<file path="src/rtl/mem_test_pkg.sv">
// Shared definitions for the memory self-test sequencer: FSM states,
// pattern selectors and the data-pattern generator.
package mem_test_pkg;

    typedef enum logic [2:0] {
        IDLE  = 3'd0,
        WRITE = 3'd1,
        READ  = 3'd2,
        DRAIN = 3'd3,
        DONE  = 3'd4
    } state_e;

    typedef enum logic [1:0] {
        PAT_ADDR  = 2'd0,
        PAT_INV   = 2'd1,
        PAT_CHECK = 2'd2,
        PAT_SEED  = 2'd3
    } pat_e;

    // Computed at 32 bits; callers truncate to their data width.
    function automatic logic [31:0] pattern(input logic [31:0] addr,
                                            input pat_e        sel,
                                            input logic [31:0] seed);
        logic [31:0] result;
        case (sel)
            PAT_ADDR:  result = addr;
            PAT_INV:   result = ~addr;
            PAT_CHECK: result = addr[0] ? 32'hAAAA_AAAA : 32'h5555_5555;
            default:   result = seed;
        endcase
        return result;
    endfunction

endpackage

</file>
<file path="src/rtl/mem_test_cmp_pipe.sv">
// Read-latency matching pipeline: carries valid/expected/address tokens alongside
// the memory read, then compares at the tail and keeps a saturating error count.
module mem_test_cmp_pipe
    import mem_test_pkg::*;
#(
    parameter int ADDR_W       = 8,
    parameter int DATA_W       = 8,
    parameter int READ_LATENCY = 1
) (
    input  logic              clk_i,
    input  logic              srst_i,
    input  logic              clr_i,
    input  logic              flush_i,
    input  logic              push_i,
    input  logic [DATA_W-1:0] push_exp_i,
    input  logic [ADDR_W-1:0] push_addr_i,
    input  logic [DATA_W-1:0] rd_data_i,
    output logic [7:0]        err_cnt_o,
    output logic [ADDR_W-1:0] first_fail_o
);
    localparam int TAIL = READ_LATENCY - 1;

    logic              vld_q [READ_LATENCY];
    logic [DATA_W-1:0] exp_q [READ_LATENCY];
    logic [ADDR_W-1:0] adr_q [READ_LATENCY];
    logic              vld_in [READ_LATENCY];
    logic [DATA_W-1:0] exp_in [READ_LATENCY];
    logic [ADDR_W-1:0] adr_in [READ_LATENCY];
    logic [7:0]        err_cnt_q;
    logic [ADDR_W-1:0] first_fail_q;
    logic              mismatch;

    assign vld_in[0] = push_i;
    assign exp_in[0] = push_exp_i;
    assign adr_in[0] = push_addr_i;

    genvar gi;
    generate
        for (gi = 1; gi < READ_LATENCY; gi++) begin : g_stage
            assign vld_in[gi] = vld_q[gi-1];
            assign exp_in[gi] = exp_q[gi-1];
            assign adr_in[gi] = adr_q[gi-1];
        end
    endgenerate

    always_ff @(posedge clk_i) begin
        for (int i = 0; i < READ_LATENCY; i++) begin
            if (srst_i) begin
                vld_q[i] <= 1'b0;
                exp_q[i] <= '0;
                adr_q[i] <= '0;
            end else begin
                vld_q[i] <= flush_i ? 1'b0 : vld_in[i];
                exp_q[i] <= exp_in[i];
                adr_q[i] <= adr_in[i];
            end
        end
    end

    assign mismatch = vld_q[TAIL] && (rd_data_i != exp_q[TAIL]);

    // A saturated count never returns to zero, so zero also means "no failure yet".
    always_ff @(posedge clk_i) begin
        if (srst_i || clr_i) begin
            err_cnt_q    <= '0;
            first_fail_q <= '0;
        end else if (mismatch) begin
            if (err_cnt_q != 8'hFF) err_cnt_q <= err_cnt_q + 8'd1;
            if (err_cnt_q == 8'h00) first_fail_q <= adr_q[TAIL];
        end
    end

    assign err_cnt_o    = err_cnt_q;
    assign first_fail_o = first_fail_q;
endmodule

</file>
<file path="src/rtl/mem_test_sequencer.sv">
// BIST sequencer for the BRAM path: writes a pattern to every address, reads it
// all back, and reports pass/fail, error count and first failing address.
module mem_test_sequencer
    import mem_test_pkg::*;
#(
    parameter int ADDR_W       = 8,
    parameter int DATA_W       = 8,
    parameter int READ_LATENCY = 1
) (
    input  logic              clk_mem,
    input  logic              reset,
    input  logic              start,
    input  logic              abort,
    input  logic [1:0]        pattern_sel,
    input  logic [DATA_W-1:0] seed,
    output logic              mem_write_enable,
    output logic              mem_read_enable,
    output logic [ADDR_W-1:0] mem_address,
    output logic [DATA_W-1:0] mem_write_data,
    input  logic [DATA_W-1:0] mem_read_data,
    output logic              busy,
    output logic              done,
    output logic              pass,
    output logic [7:0]        error_count,
    output logic [ADDR_W-1:0] first_fail_addr
);
    localparam logic [ADDR_W-1:0] LAST_ADDR  = '1;
    localparam logic [2:0]        DRAIN_LAST = 3'(READ_LATENCY - 1);

    state_e            state_q, state_d;
    logic [ADDR_W-1:0] addr_q, addr_d;
    logic [2:0]        drain_q, drain_d;
    pat_e              sel_q, sel_d;
    logic [DATA_W-1:0] seed_q, seed_d;
    logic              pass_q, pass_d;
    logic              clr, flush, push;
    logic [DATA_W-1:0] cur_pattern;

    assign cur_pattern = DATA_W'(pattern(32'(addr_q), sel_q, 32'(seed_q)));

    always_ff @(posedge clk_mem) begin
        if (reset) begin
            state_q <= IDLE;
            addr_q  <= '0;
            drain_q <= '0;
            sel_q   <= PAT_ADDR;
            seed_q  <= '0;
            pass_q  <= 1'b0;
        end else begin
            state_q <= state_d;
            addr_q  <= addr_d;
            drain_q <= drain_d;
            sel_q   <= sel_d;
            seed_q  <= seed_d;
            pass_q  <= pass_d;
        end
    end

    always_comb begin
        state_d = state_q;
        addr_d  = addr_q;
        drain_d = drain_q;
        sel_d   = sel_q;
        seed_d  = seed_q;
        pass_d  = pass_q;
        clr     = 1'b0;
        flush   = 1'b0;
        push    = 1'b0;
        case (state_q)
            IDLE: begin
                if (start && !abort) begin
                    state_d = WRITE;
                    addr_d  = '0;
                    sel_d   = pat_e'(pattern_sel);
                    seed_d  = seed;
                    pass_d  = 1'b0;
                    clr     = 1'b1;
                end
            end
            WRITE: begin
                addr_d = addr_q + 1'b1;
                if (addr_q == LAST_ADDR) state_d = READ;
            end
            READ: begin
                push   = 1'b1;
                addr_d = addr_q + 1'b1;
                if (addr_q == LAST_ADDR) begin
                    state_d = DRAIN;
                    drain_d = '0;
                end
            end
            DRAIN: begin
                drain_d = drain_q + 3'd1;
                if (drain_q == DRAIN_LAST) state_d = DONE;
            end
            DONE: begin
                pass_d  = (error_count == 8'h00);
                state_d = IDLE;
            end
            default: state_d = IDLE;
        endcase
        // Abort drops in-flight compare tokens so the reported counts freeze.
        if (abort && busy) begin
            state_d = IDLE;
            flush   = 1'b1;
            push    = 1'b0;
        end
    end

    assign mem_write_enable = (state_q == WRITE);
    assign mem_read_enable  = (state_q == READ);
    assign mem_address      = (mem_write_enable || mem_read_enable) ? addr_q : '0;
    assign mem_write_data   = mem_write_enable ? cur_pattern : '0;
    assign busy             = (state_q == WRITE) || (state_q == READ) || (state_q == DRAIN);
    assign done             = (state_q == DONE);
    assign pass             = pass_q;

    mem_test_cmp_pipe #(
        .ADDR_W       (ADDR_W),
        .DATA_W       (DATA_W),
        .READ_LATENCY (READ_LATENCY)
    ) u_cmp_pipe (
        .clk_i        (clk_mem),
        .srst_i       (reset),
        .clr_i        (clr),
        .flush_i      (flush),
        .push_i       (push),
        .push_exp_i   (cur_pattern),
        .push_addr_i  (addr_q),
        .rd_data_i    (mem_read_data),
        .err_cnt_o    (error_count),
        .first_fail_o (first_fail_addr)
    );
endmodule

</file>
<file path="config.mk">
export PLATFORM = sky130hd
export DESIGN_NAME = mem_test_sequencer
export DESIGN_NICKNAME = d
export VERILOG_FILES = /design/src/rtl/mem_test_pkg.sv /design/src/rtl/mem_test_cmp_pipe.sv /design/src/rtl/mem_test_sequencer.sv
export SDC_FILE = /design/constraint.sdc
export NUM_CORES = 1
export LEC_CHECK = 0
export BUFFER_PORTS_ARGS = -buffer_cell sky130_fd_sc_hd__buf_2
export CORE_AREA = 2 2 87 89
export DETAILED_ROUTE_END_ITERATION = 10
export DIE_AREA = 0 0 89 91
export GPL_ROUTABILITY_DRIVEN = 0
export PLACE_DENSITY = 0.65
export RECOVER_POWER = 25
export SYNTH_ARGS = -nofsm -noshare
export SYNTH_HDL_FRONTEND = slang
export SYNTH_SLANG_ARGS = --single-unit
</file>
<file path="constraint.sdc">
create_clock -name clk_mem -period 2 [get_ports clk_mem]
set_clock_uncertainty 0.2 [all_clocks]
set_input_delay 0.4 -clock clk_mem [delete_from_list [all_inputs] [get_ports clk_mem]]
set_output_delay 0.4 -clock clk_mem [all_outputs]
set_load 0.01 [all_outputs]
</file>
==> flow_metrics.env <==
export IMPL_routed_wl_um=6600
export IMPL_initial_utilization_pct=38.8
export IMPL_core_area_um2=7140
export IMPL_finalSetupTns_ns=-0.135
export IMPL_crit_required_ns=1.40
export IMPL_io_buffers=58
export IMPL_postLayoutCellArea_um2=3540
export IMPL_yosys_area_top_type="dfxtp_1"
export IMPL_wire_per_inst_um=13.3
export IMPL_drt_met1_wl_um=3090
export IMPL_yosysWarnings=0
export IMPL_grt_pass1_vias=2150
export IMPL_io_pins=59
export IMPL_wl_met3_um=261
export IMPL_synth_top_area_share_pct=41.9
export IMPL_layoutNonFillerInstCount=497
export IMPL_drtIter0Drc=81
export IMPL_synthCells=330
export IMPL_placed_area_um2=3190
export IMPL_synth_area_leaders="dfxtp_1, nor2_1, xor2_1, mux2i_1, nand3_1"
export IMPL_met2WireLength_um=3010
export IMPL_cts_buffers=9
export IMPL_grt_pass1_wl_um=10300
export IMPL_ys_ff_latch=58
export IMPL_finalHoldViolCount=0
export IMPL_cts_tree="done"
export IMPL_grt_max_degree=29
export IMPL_setup_violations=4
export IMPL_cellPowerDensity_nw_per_um2=735
export IMPL_clk_pin_slew_ns=0.07
export IMPL_startpoint="sel_q[0]"
export IMPL_start_kind="flop"
export IMPL_fin_crit_ns=2.07
export IMPL_final_cell_mix="buf_2, dfxtp_1, nor2_1, nand2_1, nand3_1"
export IMPL_drtAntennaViolNets=0
export IMPL_drv_slew=0
export IMPL_topRoutingLayerUsed="met4"
export IMPL_p_leak_uw=0.00149
export IMPL_root_buffer="clkbuf_8"
export IMPL_max_slew_margin_rel_pct=62.0
export IMPL_crit_reg2reg_launch="state_q[1]"
export IMPL_min_from="pattern_sel[1]"
export IMPL_cap_violations=0
export IMPL_fin_nets=420
export IMPL_avgSynthCellArea_um2=8.40
export IMPL_end_kind="output pin"
export IMPL_worst_slack_ns=-0.0651
export IMPL_hpwl_um=4630
export IMPL_layout_commonest_cell="buf_2"
export IMPL_rsz0062_at_grt="true"
export IMPL_chipHeight_um=91
export IMPL_dp_cells=479
export IMPL_violations="negative setup slack"
export IMPL_grt_use_total_pct=16.5
export IMPL_rrSetupSlack_ns=0.14
export IMPL_min_path_cells=3
export IMPL_vias_per_cell=4.85
export IMPL_yosysSeqAreaShare_pct=41.9
export IMPL_status="finished, violations left"
export IMPL_antenna_found_initial=0
export IMPL_syn_nets=357
export IMPL_synth_cell_type_count=43
export IMPL_drive_gt1_share_pct=32.9
export IMPL_synth_area_um2=2770
export IMPL_dieArea_um2=8100
export IMPL_area_growth_pct=27.9
export IMPL_crit_type="reg -> out"
export IMPL_fin_crit_sh_pct=103
export IMPL_tightest_slew_ns=0.570
export IMPL_hold_class="in -> reg"
export IMPL_cts_sinks=58
export IMPL_reg2reg_depth=5
export IMPL_max_freq_ghz=0.484
export IMPL_rows=31
export IMPL_diodes=0
export IMPL_cp_arrival_ns=1.47
export IMPL_clkLatencyLatePin_ns=0.35
export IMPL_path_max_fanout=8
export IMPL_dr_pass1_iters=4
export IMPL_clockBufferDepth=2
export IMPL_drc=0
export IMPL_via_count=2408
export IMPL_ir_drop_mv=0.331
export IMPL_fp_dieW_um=89
export IMPL_cts_htree_levels=3
export IMPL_grt_overflow=0
-- stage by stage --
stage | hold slack (ns) | total power, µW | utilization [%] | setup slack [ns]
after floorplan | 0.222 | 1400 | - | 0.195
after global placement | 0.227 | 1470 | 44.7 | 0.0363
after detailed placement | 0.233 | 1480 | 44.7 | -0.0328
after CTS | 0.0824 | 2590 | 48.0 | -0.0340
after global routing | 0.110 | 2710 | 49.6 | -0.106
final | 0.0878 | 2610 | 49.6 | -0.0651
-- cell type report --
class / count / area, µm²
Clock buffer: 9 / 124
Inverter: 7 / 26.3
Sequential cell: 58 / 1180
Multi-Input combinational cell: 245 / 1590
Fill cell: 715 / 3590
Timing Repair Buffer: 72 / 420
Tap cell: 99 / 124
Clock inverter: 7 / 78.8
-- kinds of logic after synthesis --
kind of cell | after synthesis | share of synthesized area [%]
fa+ha+maj | 5 | 2.26
buf+inv | 28 | 4.74
xor+xnor | 22 | 6.95
flops | 58 | 41.9
mux | 11 | 3.97
simple gates | 149 | 27.4
compound gates | 57 | 12.8
-- registers in the layout (all words and copies together), names as in the netlist, 2 cells and up --
register / count
drain_q: 3
state_q: 3
u_cmp_pipe.exp_q: 8
u_cmp_pipe.err_cnt_o: 8
u_cmp_pipe.first_fail_o: 8
seed_q: 8
u_cmp_pipe.adr_q: 8
addr_q: 8
sel_q: 2
-- worst max-delay path, cell delays in order, from the launching register on --
cell and delay (ns):
dfxtp_4 0.40, buf_12 0.15, xor2_1 0.21, o21ai_1 0.11, nor2_1 0.11, buf_2 0.14
-- synthesized netlist by cell type (all sizes together) --
library cell  count
or3b              1
nor2b            10
nand3            19
o31a              1
nand2            25
nand2b            2
xor2             19
a22oi             2
nor4b             1
xnor2             3
clkbuf            9
or3               4
a21o              1
or2               2
inv               7
nor4              5
mux2i            11
a31oi             3
and4              2
nand4b            2
nor3              5
a21bo             1
nand4             5
o21ai            25
o211ai            1
nor2             51
dfxtp            58
o221a             2
and3              3
a21oi            20
ha                5
and2             12
a32oi             1
buf              12
-- metal layers --
layer | vias up | global-route usage [%]
li1 | 1252 | -
met1 | 1078 | 21.6
met2 | 58 | 24.6
met3 | 20 | 3.73
met4 | 0 | 9.70
met5 | - | 0
-- power breakdown --
| part | total [µW] | internal, µW | switching, µW | leakage, µW |
|---|---|---|---|---|
| combinational | 288 | 119 | 170 | 0.000923 |
| clock | 1110 | 582 | 527 | 0.0000921 |
| sequential | 1210 | 1180 | 25.6 | 0.000474 |
-- final timing paths --
kind                                endpoint
hold / removal                      sel_q[1]
setup / recovery           mem_write_data[3]
setup reg to reg                   seed_q[5]
hold reg to reg   u_cmp_pipe.first_fail_o[7]
-- repair_timing --
action                     4_1_cts  5_1_grt
buffers inserted                 1        0
pin swaps                        1        5
gates resized for setup         16       34
hold buffers                     0        0
cloned                           0        1
setup endpoints to repair       16       22
No activity file was read; power rests on OpenSTA's default activity.
